`src/rtl/seq_detect_ctrl.sv`:
```
// seq_detect_ctrl: counts runs of RUN_LEN consecutive 1s on a serial bit stream over a start-triggered window.
// Latency: start taken at edge k -> ARM for one cycle -> samples 0..window-1 -> done pulse in cycle k+2+window.
// Backpressure: none; start is only sampled in IDLE and is ignored while a window is in flight.
//
// Ports:
//   clk, reset          - single clock, asynchronous active-high reset
//   start, window       - request a window of `window` samples (window latched on acceptance)
//   in                  - serial bit stream, sampled once per cycle while in RUN
//   busy                - high in ARM and RUN
//   done                - one-cycle pulse when a window completes
//   detected            - high while the current run length is at least RUN_LEN
//   hit_count           - detections in the current/last window (saturating)
//   first_hit_pos       - sample index of the first detection, all-ones if none
//   abort               - only when SEQ_CTRL_ABORT_EN is defined: drop the window, no done pulse
//
// Optional feature macro: SEQ_CTRL_ABORT_EN
module seq_detect_ctrl #(
  parameter int RUN_LEN = 3,
  parameter int WIN_W   = 8,
  parameter int CNT_W   = 4
) (
  input  logic             clk,
  input  logic             reset,
  input  logic             start,
  input  logic [WIN_W-1:0] window,
  input  logic             in,
`ifdef SEQ_CTRL_ABORT_EN
  input  logic             abort,
`endif
  output logic             busy,
  output logic             done,
  output logic             detected,
  output logic [CNT_W-1:0] hit_count,
  output logic [WIN_W-1:0] first_hit_pos
);

  localparam logic [1:0] S_IDLE = 2'd0;
  localparam logic [1:0] S_ARM  = 2'd1;
  localparam logic [1:0] S_RUN  = 2'd2;
  localparam logic [1:0] S_DONE = 2'd3;

  // RUN_LEN is at most 15, so four bits always hold the saturating run length.
  localparam logic [3:0] RL    = 4'(RUN_LEN);
  localparam logic [3:0] RL_M1 = 4'(RUN_LEN - 1);

  logic [1:0]       state;
  logic [3:0]       run_cnt;
  logic [WIN_W-1:0] idx;
  logic [WIN_W-1:0] win_q;

  logic             abort_req;
  logic [3:0]       run_nxt;
  logic             hit;
  logic             last;

`ifdef SEQ_CTRL_ABORT_EN
  assign abort_req = abort;
`else
  assign abort_req = 1'b0;
`endif

  // Run length after this cycle's sample; it saturates so long runs cannot retrigger.
  always_comb begin
    run_nxt = 4'd0;
    if (in) begin
      run_nxt = (run_cnt == RL) ? RL : run_cnt + 4'd1;
    end
  end

  // A hit is the single sample on which the run reaches RUN_LEN from below.
  assign hit  = in && (run_cnt == RL_M1);
  // Only evaluated in RUN, where win_q is known to be non-zero.
  assign last = (idx == win_q - 1'b1);

  always_ff @(posedge clk or posedge reset) begin
    if (reset) begin
      state         <= S_IDLE;
      run_cnt       <= 4'd0;
      idx           <= '0;
      win_q         <= '0;
      busy          <= 1'b0;
      done          <= 1'b0;
      detected      <= 1'b0;
      hit_count     <= '0;
      first_hit_pos <= '1;
    end else begin
      done <= 1'b0;
      case (state)
        S_IDLE: begin
          if (start) begin
            win_q <= window;
            busy  <= 1'b1;
            state <= S_ARM;
          end
        end

        S_ARM: begin
          if (abort_req) begin
            busy     <= 1'b0;
            detected <= 1'b0;
            state    <= S_IDLE;
          end else begin
            run_cnt       <= 4'd0;
            idx           <= '0;
            hit_count     <= '0;
            detected      <= 1'b0;
            first_hit_pos <= '1;
            if (win_q == '0) begin
              busy  <= 1'b0;
              done  <= 1'b1;
              state <= S_DONE;
            end else begin
              state <= S_RUN;
            end
          end
        end

        S_RUN: begin
          // Abort wins over the window-end transition and freezes the results.
          if (abort_req) begin
            busy     <= 1'b0;
            detected <= 1'b0;
            state    <= S_IDLE;
          end else begin
            run_cnt  <= run_nxt;
            idx      <= idx + 1'b1;
            detected <= (run_nxt == RL);
            if (hit) begin
              if (hit_count != '1) begin
                hit_count <= hit_count + 1'b1;
              end
              // All-ones marks "no hit yet"; a valid index never reaches it.
              if (first_hit_pos == '1) begin
                first_hit_pos <= idx;
              end
            end
            if (last) begin
              busy  <= 1'b0;
              done  <= 1'b1;
              state <= S_DONE;
            end
          end
        end

        S_DONE: begin
          detected <= 1'b0;
          state    <= S_IDLE;
        end

        default: begin
          busy     <= 1'b0;
          detected <= 1'b0;
          state    <= S_IDLE;
        end
      endcase
    end
  end

endmodule

```
`config.mk`:
```
export PLATFORM = sky130hd
export DESIGN_NAME = seq_detect_ctrl
export DESIGN_NICKNAME = d
export VERILOG_FILES = /design/src/rtl/seq_detect_ctrl.sv
export SDC_FILE = /design/constraint.sdc
export NUM_CORES = 1
export LEC_CHECK = 0
export CAP_MARGIN = 20
export CORE_ASPECT_RATIO = 0.75
export CORE_MARGIN = 8
export CORE_UTILIZATION = 55
export DETAILED_ROUTE_END_ITERATION = 10
export GPL_TIMING_DRIVEN = 1
export PLACE_DENSITY = 0.79
export SLEW_MARGIN = 20
export SYNTH_ARGS = -nofsm -noshare
export SYNTH_HDL_FRONTEND = slang
export SYNTH_SLANG_ARGS = --single-unit
```
`constraint.sdc`:
```
create_clock -name clk -period 2.5 [get_ports clk]
set_input_delay 0.25 -clock clk [delete_from_list [all_inputs] [get_ports clk]]
set_output_delay 0.25 -clock clk [all_outputs]
set_load 0.02 [all_outputs]
```
# Yosys cells after proc, flatten, opt, wreduce, memory -nomap -nowiden
# Index checks and enable logic that the tools add are counted.
[op_classes]
add_sub_neg = 4
n_eq_ne = 15
muxes = 22
reduce_logical = 12
[op_table]
columns = ["cell", "n"]
rows = [
  ["case mux 8 bit (2 select lines)", 2],
  ["2-to-1 mux 4 bit", 4],
  ["2-to-1 mux 8 bit", 2],
  ["case mux 4 bit (2 select lines)", 2],
  ["equality test 4 x 2 -> 1 bit, second input constant", 3],
  ["!= test 2 bit, second input constant", 6],
  ["adder 4 x 1 -> 4 bit, second input constant", 2],
  ["adder 8 x 1 -> 8 bit, second input constant", 1],
  ["equality test 8 bit", 1],
  ["equality test 8 bit, second input constant", 1],
  ["logical NOT 8 bit", 1],
  ["case mux 2 bit (4 select lines)", 1],
  ["subtractor 8 x 1 -> 8 bit, second input constant", 1],
  ["2-to-1 mux 1 bit", 6],
  ["AND reduction 3 bit", 2],
  ["equality test 2 bit, second input constant", 2],
  ["2-to-1 mux 2 bit", 2],
  ["!= test 4 bit, second input constant", 1],
  ["case mux 1 bit (2 select lines)", 2],
  ["AND reduction 2 bit", 2],
  ["AND reduction 4 bit", 1],
  ["nonzero test 2 bit", 2],
  ["case mux 1 bit (3 select lines)", 1],
  ["nonzero test 3 bit", 1],
  ["4 further kinds", 4],
]
[totals]
reg_bits = 37
output_inout_bits = 15
word_cells = 62

# Depth between registers and ports, before layout
[depth]
word_depth = 5
mapped_depth = 8

# Least setup slack after synthesis
# No wires, ideal clock.
[synth_path]
kind = "flip-flop to flip-flop"
from = "register win_q[0]"
to = "register state[0]"
t_arrival_ns = 1.832
required_time_ns = 2.370
path_slack_ns = 0.538
stages_incl_launch_ff = 9
n_path_buf = 0
synth_period_minus_slack_ns = 1.962
cell_sequence = "dfrtp_1 > inv_1 > ha_1 > nor2b_1 > a21oi_1 > nand4b_1 > nor3_1 > and4_1 > nor3_2"
[synth_between]
elab_chain_cells = 4
elab_cells_between_ends = 7
cone_classes = "add/sub: 1; eq/ne: 2; mux: 2; reduce/logical: 2"
[synth_rtl]
columns = ["element", "line", "text"]
rows = [
  ["start, declared", "49", "logic [WIN_W-1:0] win_q;"],
  ["start signal, assigned", "91", "win_q <= window;"],
  ["subtractor 8 x 1 -> 8 bit", "73", "assign last = (idx == win_q - 1'b1);"],
  ["equality test 8 bit", "73", ""],
  ["!= test 2 bit (no line)", "-", ""],
  ["AND reduction 2 bit (no line)", "-", ""],
  ["end signal, assigned", "77", "state <= S_IDLE;"],
  ["end signal, assigned", "93", "state <= S_ARM;"],
  ["end signal, assigned", "101", "state <= S_IDLE;"],
  ["end, declared", "46", "logic [1:0] state;"],
]
# Parallel ways exist; a longest one is shown, timed or not.
# A chain may end at the register's enable or synchronous reset.

# Worst setup path after layout
# Same ends and word-level chain as after synthesis.

==> summary.txt <==
floorplan core area - 3980 sq um
die boundary width - 89.5 microns
achievable frequency - 440 MHz
mean routed wirelength per cell - 15.2 microns
number of gates resized after CTS - 0
part of the power in combinational logic - 0.129
number of library cell types mapped by synthesis - 47
hold buffer count at CTS - 0
Top FF cell, synth - sky130_fd_sc_hd__dfrtp_1
Post-synth ARST share - 1.00
global-route layer with the greatest usage - met2
internal power - 0.00112 W
maximum resistive drop on vdd - 0.531 mV
antenna violations before repair - 0
worst slack at placement - 258 ps
Placement Cell Area - 2540 sq um
Bufs on Longest Clock Path - 2
Data arrival, critical path - 2440 ps
number of flops mapped to enable cells by yosys - 0
post-synthesis instance total - 217
proportion of total power due to net switching - 0.236
first-pass GRT wire length - 8.18 mm
Util after Layout - 0.673
number of global-route vias before repair - 1713
global-route congestion overflow total - 0
Final WS setup - 228 ps
HPWL after detailed placement - 3.47 mm
clock group share of total power - 0.416
clock insertion delay at the later pin of the skew report - 290 ps
GRT met1 Usage - 0.229
overall via count from detail_route - 1695
leakage component of the power - 1.21 nW
M2 GR Usage - 0.240
final routed DRC violation total - 0
worst reg-to-reg path cell count - 8
total power divided by cell area - 548 nW/um^2
root buffer selected by CTS - sky130_fd_sc_hd__clkbuf_8
flip-flop and latch count after synthesis - 37
worst-case register-to-register setup slack - 230 ps
Layout Cell Area excl Fill - 2680 sq um
share of total power in sequential cells - 0.456
pin count of the biggest net entering global routing - 38
number of synthesis warnings - 0
number of maximum-capacitance violations - 0
Sum Neg Setup Slack - 0 ps
routing usage on met3 - 0.0428
via density per instance - 5.58
type of element capturing the critical path - register
Worst Path Max Fanout - 5
number of I/O port buffers - 26
final RePlAce weighted congestion - 0.916
die area - 6370 sq um
TritonCTS buffer count - 5
outcome - complete, no violations
Starting Density - 0.560
GRT Resource Usage Total - 0.163
worst relative slew slack - 0.689
synthesized area per cell - 10.3 sq um
count of final hold-check violations - 0
setup violators final - 0
cell area after synthesis - 2230 sq um
# nets final - 270
data required time of the worst path - 2660 ps
startpoint of the most critical register-to-register path - win_q[0]
Total Wirelength - 4.61 mm
period utilization - 0.909
cell count after placement - 296
antenna diode count - 0
area growth from synthesis to layout - 20.1%
HP Class - in2async
Vert. Die Dim - 71.1 microns
first-pass iteration count of the detailed router - 4
num ports - 27
Switching Power - 0.000347 W
final standard cell count with taps included and fillers excluded - 304
slew at the pin closest to its max-slew limit - 466 ps
clock tree from TritonCTS - done
share of final-layout standard cells stronger than drive strength 1 - 0.129
clock sink count - 37
setup skew after layout - 6.15 ps
Rows - 20
setup repair after global routing missed its margin - no
clock transition at the registers of the reported paths - 80 ps
number of nets in the synthesized netlist - 239
post-CTS repair timing setup buffer count - 0
share of the yosys chip area belonging to registers - 0.420
final-report max-slew violation count - 0
antenna viol nets, final - 0
crit path launch type - register
clock period minus final worst setup slack - 2270 ps
H-tree levels - 2
class of the most critical setup path - reg2reg
endpoint of the worst register-to-register path - state[0]
DRT iter0 DRCs - 87
## logic make-up (layout without fill, tap and decap cells)
family	Yosys count	after routing	synth area share
AOI/OAI and AO/OA	34	34	0.114
xor gates and xnor gates	14	14	0.0550
adders and majority gates	10	10	0.0561
buffers and inverters	19	51	0.0438
DFF	37	37	0.420
muxes	19	19	0.0943
and+or+nand+nor	84	84	0.217
## worst max path at each step
stage / start / end / slack, ps / cells after the start
CTS: win_q[0] / state[0] / 240 / 8
finish: win_q[0] / state[0] / 230 / 8
detailed placement: win_q[0] / state[0] / 260 / 8
global route: win_q[0] / state[0] / 20 / 8
global placement: win_q[0] / state[0] / 400 / 8
floorplan: win_q[0] / state[0] / 540 / 8
## state kept, by name (all words and copies together), names as in the netlist
register       cells
busy               1
state              2
hit_count          4
run_cnt            4
done               1
idx                8
win_q              8
detected           1
first_hit_pos      8
## routing by layer
metal	share of wire	vias up
li1	-	835
met1	0.50	814
met2	0.45	40
met3	0.043	6
met4	0.0080	0
met5	0	-
## Yosys cell counts, types with 2 or more instances
cell / number / area, sq um
sky130_fd_sc_hd__nor2_1: 9 / 33.8
sky130_fd_sc_hd__xnor2_1: 6 / 52.6
sky130_fd_sc_hd__nand3_1: 11 / 55.1
sky130_fd_sc_hd__inv_1: 11 / 41.3
sky130_fd_sc_hd__and4bb_1: 2 / 25.0
sky130_fd_sc_hd__o21ai_0: 2 / 10.0
sky130_fd_sc_hd__buf_6: 2 / 22.5
sky130_fd_sc_hd__nor3b_1: 2 / 15.0
sky130_fd_sc_hd__nand3b_1: 3 / 22.5
sky130_fd_sc_hd__clkbuf_1: 2 / 7.51
sky130_fd_sc_hd__o22ai_1: 2 / 12.5
sky130_fd_sc_hd__dfstp_2: 8 / 210
sky130_fd_sc_hd__o211ai_1: 3 / 22.5
sky130_fd_sc_hd__nor2b_1: 3 / 18.8
sky130_fd_sc_hd__o31ai_1: 2 / 15.0
sky130_fd_sc_hd__ha_1: 10 / 125
sky130_fd_sc_hd__nand4_1: 5 / 31.3
sky130_fd_sc_hd__nand2_1: 25 / 93.8
sky130_fd_sc_hd__dfrtp_1: 29 / 726
sky130_fd_sc_hd__buf_4: 3 / 22.5
sky130_fd_sc_hd__mux2_1: 14 / 158
sky130_fd_sc_hd__o21ai_1: 8 / 40.0
sky130_fd_sc_hd__nand4b_1: 3 / 26.3
sky130_fd_sc_hd__o32a_1: 2 / 20.0
sky130_fd_sc_hd__mux2_2: 2 / 22.5
sky130_fd_sc_hd__xor2_1: 8 / 70.1
sky130_fd_sc_hd__nand2b_1: 6 / 37.5
sky130_fd_sc_hd__a21oi_1: 9 / 45.0
sky130_fd_sc_hd__mux2i_1: 3 / 30.0
sky130_fd_sc_hd__nor3_1: 4 / 20.0
sky130_fd_sc_hd__nor3_2: 2 / 20.0
## cells in the final DEF, fill, tap and decap left out, types with 3 or more instances in the layout
cell / n
sky130_fd_sc_hd__mux2_1: 14
sky130_fd_sc_hd__nand2_1: 25
sky130_fd_sc_hd__nand3_1: 11
sky130_fd_sc_hd__nor3_1: 4
sky130_fd_sc_hd__clkdlybuf4s50_1: 26
sky130_fd_sc_hd__o211ai_1: 3
sky130_fd_sc_hd__xor2_1: 8
sky130_fd_sc_hd__nand2b_1: 6
sky130_fd_sc_hd__clkbuf_8: 5
sky130_fd_sc_hd__nand4b_1: 3
sky130_fd_sc_hd__ha_1: 10
sky130_fd_sc_hd__inv_1: 11
sky130_fd_sc_hd__nand3b_1: 3
sky130_fd_sc_hd__buf_4: 5
sky130_fd_sc_hd__xnor2_1: 6
sky130_fd_sc_hd__nor2b_1: 3
sky130_fd_sc_hd__o21ai_1: 8
sky130_fd_sc_hd__dfstp_2: 8
sky130_fd_sc_hd__nor2_1: 9
sky130_fd_sc_hd__a21oi_1: 9
sky130_fd_sc_hd__mux2i_1: 3
sky130_fd_sc_hd__nand4_1: 5
sky130_fd_sc_hd__dfrtp_1: 29
## critical path: stages (launching register included)
cell and delay [ps]:
sky130_fd_sc_hd__dfrtp_1 440, sky130_fd_sc_hd__inv_1 80, sky130_fd_sc_hd__ha_1 200, sky130_fd_sc_hd__nor2b_1 330, sky130_fd_sc_hd__a21oi_1 110, sky130_fd_sc_hd__nand4b_1 250
sky130_fd_sc_hd__nor3_1 430, sky130_fd_sc_hd__and4_1 270, sky130_fd_sc_hd__nor3_2 50
## stage by stage
step	total power [W]	hold slack, ps
CTS	0.00148	380
floorplan	0.000770	382
global placement	0.000866	484
finish	0.00147	359
global route	0.00153	414
detailed placement	0.000872	518
## power by group through the flow
| stage | sequential [W] | combinational, W | clock (W) |
|---|---|---|---|
| final | 0.000669 | 0.000189 | 0.000610 |
| after global routing | 0.000677 | 0.000214 | 0.000643 |
| after CTS | 0.000669 | 0.000192 | 0.000622 |
| after detailed placement | 0.000680 | 0.000191 | 0 |
| after global placement | 0.000678 | 0.000188 | 0 |
| after floorplan | 0.000705 | 0.0000649 | 0 |
## cell type report
type,instances,area [sq um]
Clock buffer,5,68.8
Tap cell,55,68.8
Fill cell,313,1300
Timing Repair Buffer,31,298
Multi-Input combinational cell,161,1190
Sequential cell,37,936
Clock inverter,3,65.1
Inverter,12,45.0
No activity file was read; power rests on OpenSTA's default activity.
==> edit 1 (same flow settings) <==
Register the output `hit_count` once more, cleared by the reset; this adds one clock of latency there. The other outputs are not delayed to match.
--- a/src/rtl/seq_detect_ctrl.sv
+++ b/src/rtl/seq_detect_ctrl.sv
@@ -43,6 +43,8 @@
   localparam logic [3:0] RL    = 4'(RUN_LEN);
   localparam logic [3:0] RL_M1 = 4'(RUN_LEN - 1);
 
+  logic [CNT_W-1:0] hit_count_s0;
+
   logic [1:0]       state;
   logic [3:0]       run_cnt;
   logic [WIN_W-1:0] idx;
@@ -81,7 +83,7 @@
       busy          <= 1'b0;
       done          <= 1'b0;
       detected      <= 1'b0;
-      hit_count     <= '0;
+      hit_count_s0  <= '0;
       first_hit_pos <= '1;
     end else begin
       done <= 1'b0;
@@ -102,7 +104,7 @@
           end else begin
             run_cnt       <= 4'd0;
             idx           <= '0;
-            hit_count     <= '0;
+            hit_count_s0  <= '0;
             detected      <= 1'b0;
             first_hit_pos <= '1;
             if (win_q == '0) begin
@@ -126,8 +128,8 @@
             idx      <= idx + 1'b1;
             detected <= (run_nxt == RL);
             if (hit) begin
-              if (hit_count != '1) begin
-                hit_count <= hit_count + 1'b1;
+              if (hit_count_s0 != '1) begin
+                hit_count_s0 <= hit_count_s0 + 1'b1;
               end
               // All-ones marks "no hit yet"; a valid index never reaches it.
               if (first_hit_pos == '1) begin
@@ -156,5 +158,13 @@
     end
   end
 
+  always_ff @(posedge clk or posedge reset) begin
+    if (reset) begin
+      hit_count <= '0;
+    end else begin
+      hit_count <= hit_count_s0;
+    end
+  end
+
 endmodule
 
Behaviour: not the same (a bounded check fails within 10 cycles, from zero or initial values and one cycle with reset high).
==> edit 1 against the original RTL <==
- sequential cell count rose by 4
- wire length fell by 2.5%
- cell count rose by 0.99%
- final area fell by 1.5%
- first-iteration DRC count rose by 54%
- setup slack improved by 230 ps
- critical path depth fell by 2
- global-route usage fell by 0.53 points
- area after synthesis fell by 0.73%
Power is not compared: it rests on default switching activity, and its combinational part moved more than twofold at a synthesized area within 25%.
==> edit 1: results (changes against the original RTL) <==
ys_seq_area_share_pct: 46.8  # +4.8 points
synthTopCellsByArea: "dfrtp_1 (37%), dfstp_2 (9.5%), ha_1 (5.7%), mux2_2 (5.1%), nand2_1 (4.8%)"
grt_max_degree: 42  # +11%
clk_pin_slew_worst_paths_ps: 80  # about the same
drt-initial-drc-count: 134  # +54%
grt_pass1_vias: 1665  # -2.8%
track_usage_pct: 15.8  # -0.53 points
drive_above_1_share_pct: 14.3  # +1.4 points
clock_latency_ps: 300
gp_congestion: 0.856  # -6.6%
min_path_type: "in -> async"
ff2ff_path_depth: 6  # -2
fin_skew_ps: 10.2  # +4.08 ps
ff2ff_setup_slack_ps: 460  # +230 ps
num_antenna_cells: 0  # unchanged
slew_headroom_pct: 53.0  # -16 points
synth_common_cells: "dfrtp_1 (33), nand2_1 (28), o21ai_0 (14), inv_1 (12), a21oi_1 (11)"
yosys.cell_types.count: 39  # -17%
fillers: 343  # +9.6%
cp-startpoint: "state[0]"
crit_fanout: 10  # +5
critPathMaxStageDelay_ps: 550  # +110 ps
p_leak_nw: 1.11
vias_per_cell: 5.51  # -1.2%
syn-num-nets: 244  # +2.1%
run_status: "complete, no violations"
drv_cap: 0  # unchanged
synth.most_common_cell: "dfrtp_1"
crit_arrival_ps: 2260  # -180 ps
clockBufferDepth: 2  # unchanged
crit_slowest_cell: "a21oi_1"
rr_endpoint: "first_hit_pos[0]"
nets: 273  # +1.1%
grt_pass1_wl_mm: 7.80  # -4.6%
wl_per_cell_um: 14.6  # -3.4%
port_buffers: 26  # unchanged
antenna_found_initial: 0  # unchanged
dp.final_hpwl_mm: 3.38  # -2.5%
async_flop_share_pct: 100  # unchanged
## edit 1: changes by cell type after synthesis, moves of 3 or more
cell / before / now
mux2_1: 14 / 0
o21ai_0: 2 / 14
mux2_2: 2 / 10
o31a_1: 0 / 7
o21ai_1: 8 / 2
dfrtp_1: 29 / 33
buf_4: 3 / 0
clkbuf_1: 2 / 5
nand2_1: 25 / 28
nand2b_1: 6 / 9
o211ai_1: 3 / 0
xor2_1: 8 / 5
## edit 1: power groups by stage
stage	logic, mW	clock network (mW)	registers (mW)
global route	1.49	0.493	1.08
finish	1.34	0.457	1.05
global placement	1.30	0	1.05
detailed placement	1.34	0	1.06
floorplan	0.929	0	1.08
CTS	1.35	0.464	1.05
## edit 1: critical path: cells and delay by family, from the launching register on
| family | cells | cell delay [ps] |
|---|---|---|
| flip-flops | 1 | 420 |
| adder cells (fa/ha/maj) | 1 | 190 |
| multiplexers | 1 | 410 |
| buffers and inverters | 2 | 320 |
| AND/OR/NAND/NOR | 1 | 70 |
| AO/OA/AOI/OAI | 1 | 550 |
## edit 1: metrics by stage
| step | worst slack, ps | cells | hold slack [ps] | cell area (um^2) | util [%] |
|---|---|---|---|---|---|
| global placement | 492 | 299 | 411 | 2540 | 64.2 |
| finish | 463 | 307 | 370 | 2640 | 66.6 |
| floorplan | 521 | 222 | 393 | 2210 | - |
| CTS | 449 | 307 | 395 | 2640 | 66.6 |
| detailed placement | 443 | 299 | 431 | 2540 | 64.2 |
| global route | 231 | 307 | 458 | 2640 | 66.6 |
## edit 1: cells by family (layout without fill, tap and decap cells)
family	Yosys count	after routing	synth area share, %
simple gates	80	80	19.2
fa+ha+maj	10	10	5.66
flops	41	41	46.8
compound gates	44	44	12.7
xor+xnor	13	13	5.15
mux	14	14	6.90
buf+inv	20	50	3.51
## edit 1: final cells by class
type	instances	area share (%)
clock buffers	6	3.13
repair buffers	30	11.0
clock inverters	2	0.522
multi-input cells	161	41.7
well taps	55	2.61
inverters	12	1.71
flip-flops and latches	41	39.3
## edit 1: worst max-delay path by stage
stage,end
4_1_cts,first_hit_pos[0]
5_1_grt,first_hit_pos[6]
6_report,first_hit_pos[0]
2_1_floorplan,first_hit_pos[0]
3_3_place_gp,first_hit_pos[7]
3_5_place_dp,first_hit_pos[5]
## edit 1: metal layers
metal	track usage, %	part of all wire [%]
met5	0	0
met2	23.5	44
met3	4.86	6.9
met4	5.51	1.7
met1	21.1	47
==> edit 2 (same settings) <==
Made on the original files. Set the parameter `WIN_W` to 7 (it was 8).
--- a/src/rtl/seq_detect_ctrl.sv
+++ b/src/rtl/seq_detect_ctrl.sv
@@ -16,7 +16,7 @@
 // Optional feature macro: SEQ_CTRL_ABORT_EN
 module seq_detect_ctrl #(
   parameter int RUN_LEN = 3,
-  parameter int WIN_W   = 8,
+  parameter int WIN_W   = 7,
   parameter int CNT_W   = 4
 ) (
   input  logic             clk,
Interface: changed (resized first_hit_pos and window); port bits go from 27 to 25. No check against the original RTL was run, so the function may have changed too.
==> edit 2 against the original RTL <==
- non-clock buffer count is 4 lower
- critical path depth fell by 1
- cell count is 17% lower
- sequential cell count decreased by 3
- area after synthesis decreased by 15%
- setup slack worse by 78 ps
- utilization rose by 2.1 points
- first-iteration DRC count rose by 2.3%
- wire length down 6.1%
- final area shrank 15%
- critical path type unchanged
- highest routed layer unchanged
Power is not compared: it rests on default switching activity, and its combinational part moved more than twofold at a synthesized area within 25%.
==> edit 2: results (changes against the original RTL) <==
run_status: "complete, no violations"
syn-num-nets: 204  # -15%
synthMuxAreaShare_pct: 7.19  # -2.2 points
ff2ff_path_depth: 7  # -1
async_flop_share_pct: 100  # unchanged
dr_wl_met3_um: 237  # +20%
crit_arrival_ps: 2530  # +90 ps
rr_endpoint: "state[1]"
drive_above_1_share_pct: 15.1  # +2.2 points
synthTopCellsByArea: "dfrtp_1 (36%), dfstp_2 (9.7%), ha_1 (6.6%), mux2_2 (5.3%), xnor2_1 (4.2%)"
grt_pass1_wl_mm: 7.27  # -11%
fin_skew_ps: 7.20  # +1.05 ps
drt-initial-drc-count: 89  # +2.3%
critPathMaxStageDelay_ps: 520  # +80 ps
dr_wl_met2_mm: 1.97  # -4.3%
clockBufferDepth: 2  # unchanged
htree_levels: 2  # unchanged
post_cts_resize_count: 0  # unchanged
vias_per_cell: 5.81  # +4.3%
use_met1_pct: 19.9  # -3.0 points
clock_latency_ps: 300
top_layer: "met4"
fillers: 251  # -20%
crit_fanout: 6  # +1
nets: 232  # -14%
ff2ff_setup_slack_ps: 150  # -80 ps
synth_compound_area_share_pct: 13.3  # +1.9 points
synth_xor_area_share_pct: 7.25  # +1.7 points
reg_top3: "first_hit_pos: 7 flops, idx: 7 flops, win_q: 7 flops"
p_int_mw: 1.45
port_buffers: 24  # -7.7%
p_leak_nw: 0.950
yosys_warnings: 0  # unchanged
ir_drop_mv: 0.530
ys_seq_area_share_pct: 45.3  # +3.3 points
grt.busiest_layer: "met2"
yosys.cell_types.count: 39  # -17%
min_path_type: "in -> async"
cp_top_family: "simple AND/OR/NAND/NOR gates"
wl_met1_mm: 2.02  # -13%
grt_max_degree: 35  # -7.9%
drt-total-wl_mm: 4.33  # -6.1%
gr-usage-met3_pct: 5.24  # +0.96 points
cts_setup_buffers: 0  # unchanged
track_usage_pct: 16.1  # -0.20 points
power_frac_seq_pct: 34.8
crit_slowest_cell: "or4_1"
slew_headroom_pct: 56.0  # -13 points
antenna_found_initial: 0  # unchanged
gp_congestion: 0.847  # -7.5%
pre_cts_ws_ps: 160  # -98.6 ps
num_antenna_cells: 0  # unchanged
clk_pin_slew_worst_paths_ps: 70
post_synth_fa_ha_maj_area_fraction_pct: 6.59  # +0.98 points
dp.final_hpwl_mm: 3.18  # -8.4%
use_met2_pct: 25.4  # +1.4 points
grt_pass1_vias: 1515  # -12%
synth_common_cells: "dfrtp_1 (27), nand2_1 (14), inv_1 (11), ha_1 (10), o21ai_0 (10)"
==> edit 2: cell count changes after synthesis, sizes merged, moves of 3 or more <==
cell | before | now
buf | 5 | 1
nand4b | 3 | 0
mux2 | 16 | 10
xor2 | 8 | 4
xnor2 | 6 | 9
o211ai | 4 | 1
nand2b | 7 | 2
nand3 | 11 | 7
or3 | 0 | 4
nand2 | 25 | 14
clkbuf | 2 | 5
o22a | 0 | 7
==> edit 2: per-stage QoR <==
| stage | hold WS (ps) | instances | power [mW] | util (%) | cell area (um^2) |
|---|---|---|---|---|---|
| after global placement | 466 | 244 | 1.93 | 66.4 | 2180 |
| after CTS | 355 | 252 | 2.44 | 69.3 | 2280 |
| after global routing | 418 | 252 | 2.60 | 69.3 | 2280 |
| final | 338 | 252 | 2.45 | 69.3 | 2280 |
| after detailed placement | 472 | 244 | 2.00 | 66.4 | 2180 |
| after floorplan | 386 | 183 | 1.67 | - | 1900 |
==> edit 2: cells by family (layout without fill, tap and decap cells) <==
family / Yosys count / count (layout)
multiplexers: 12 / 12
flip-flops: 34 / 34
AO/OA/AOI/OAI: 36 / 36
XOR/XNOR: 14 / 14
AND/OR/NAND/NOR: 60 / 60
adder cells (fa/ha/maj): 10 / 10
buffers and inverters: 17 / 46
==> edit 2: worst max-delay path by stage <==
stage	startpoint	to	slack, ps	cells after the start
floorplan	win_q[0]	state[1]	310	7
global placement	win_q[0]	state[1]	240	7
detailed placement	win_q[0]	state[1]	160	7
CTS	win_q[0]	state[1]	160	7
global route	win_q[0]	state[1]	30	7
finish	win_q[0]	state[1]	150	7
==> edit 2: cell type report <==
type                    count  share of cell area [%]
well taps                  40                    2.20
multi-input cells         132                    42.6
inverters                  11                    1.81
clock inverters             2                   0.549
repair buffers             27                    11.5
clock buffers               6                    3.62
flip-flops and latches     34                    37.7
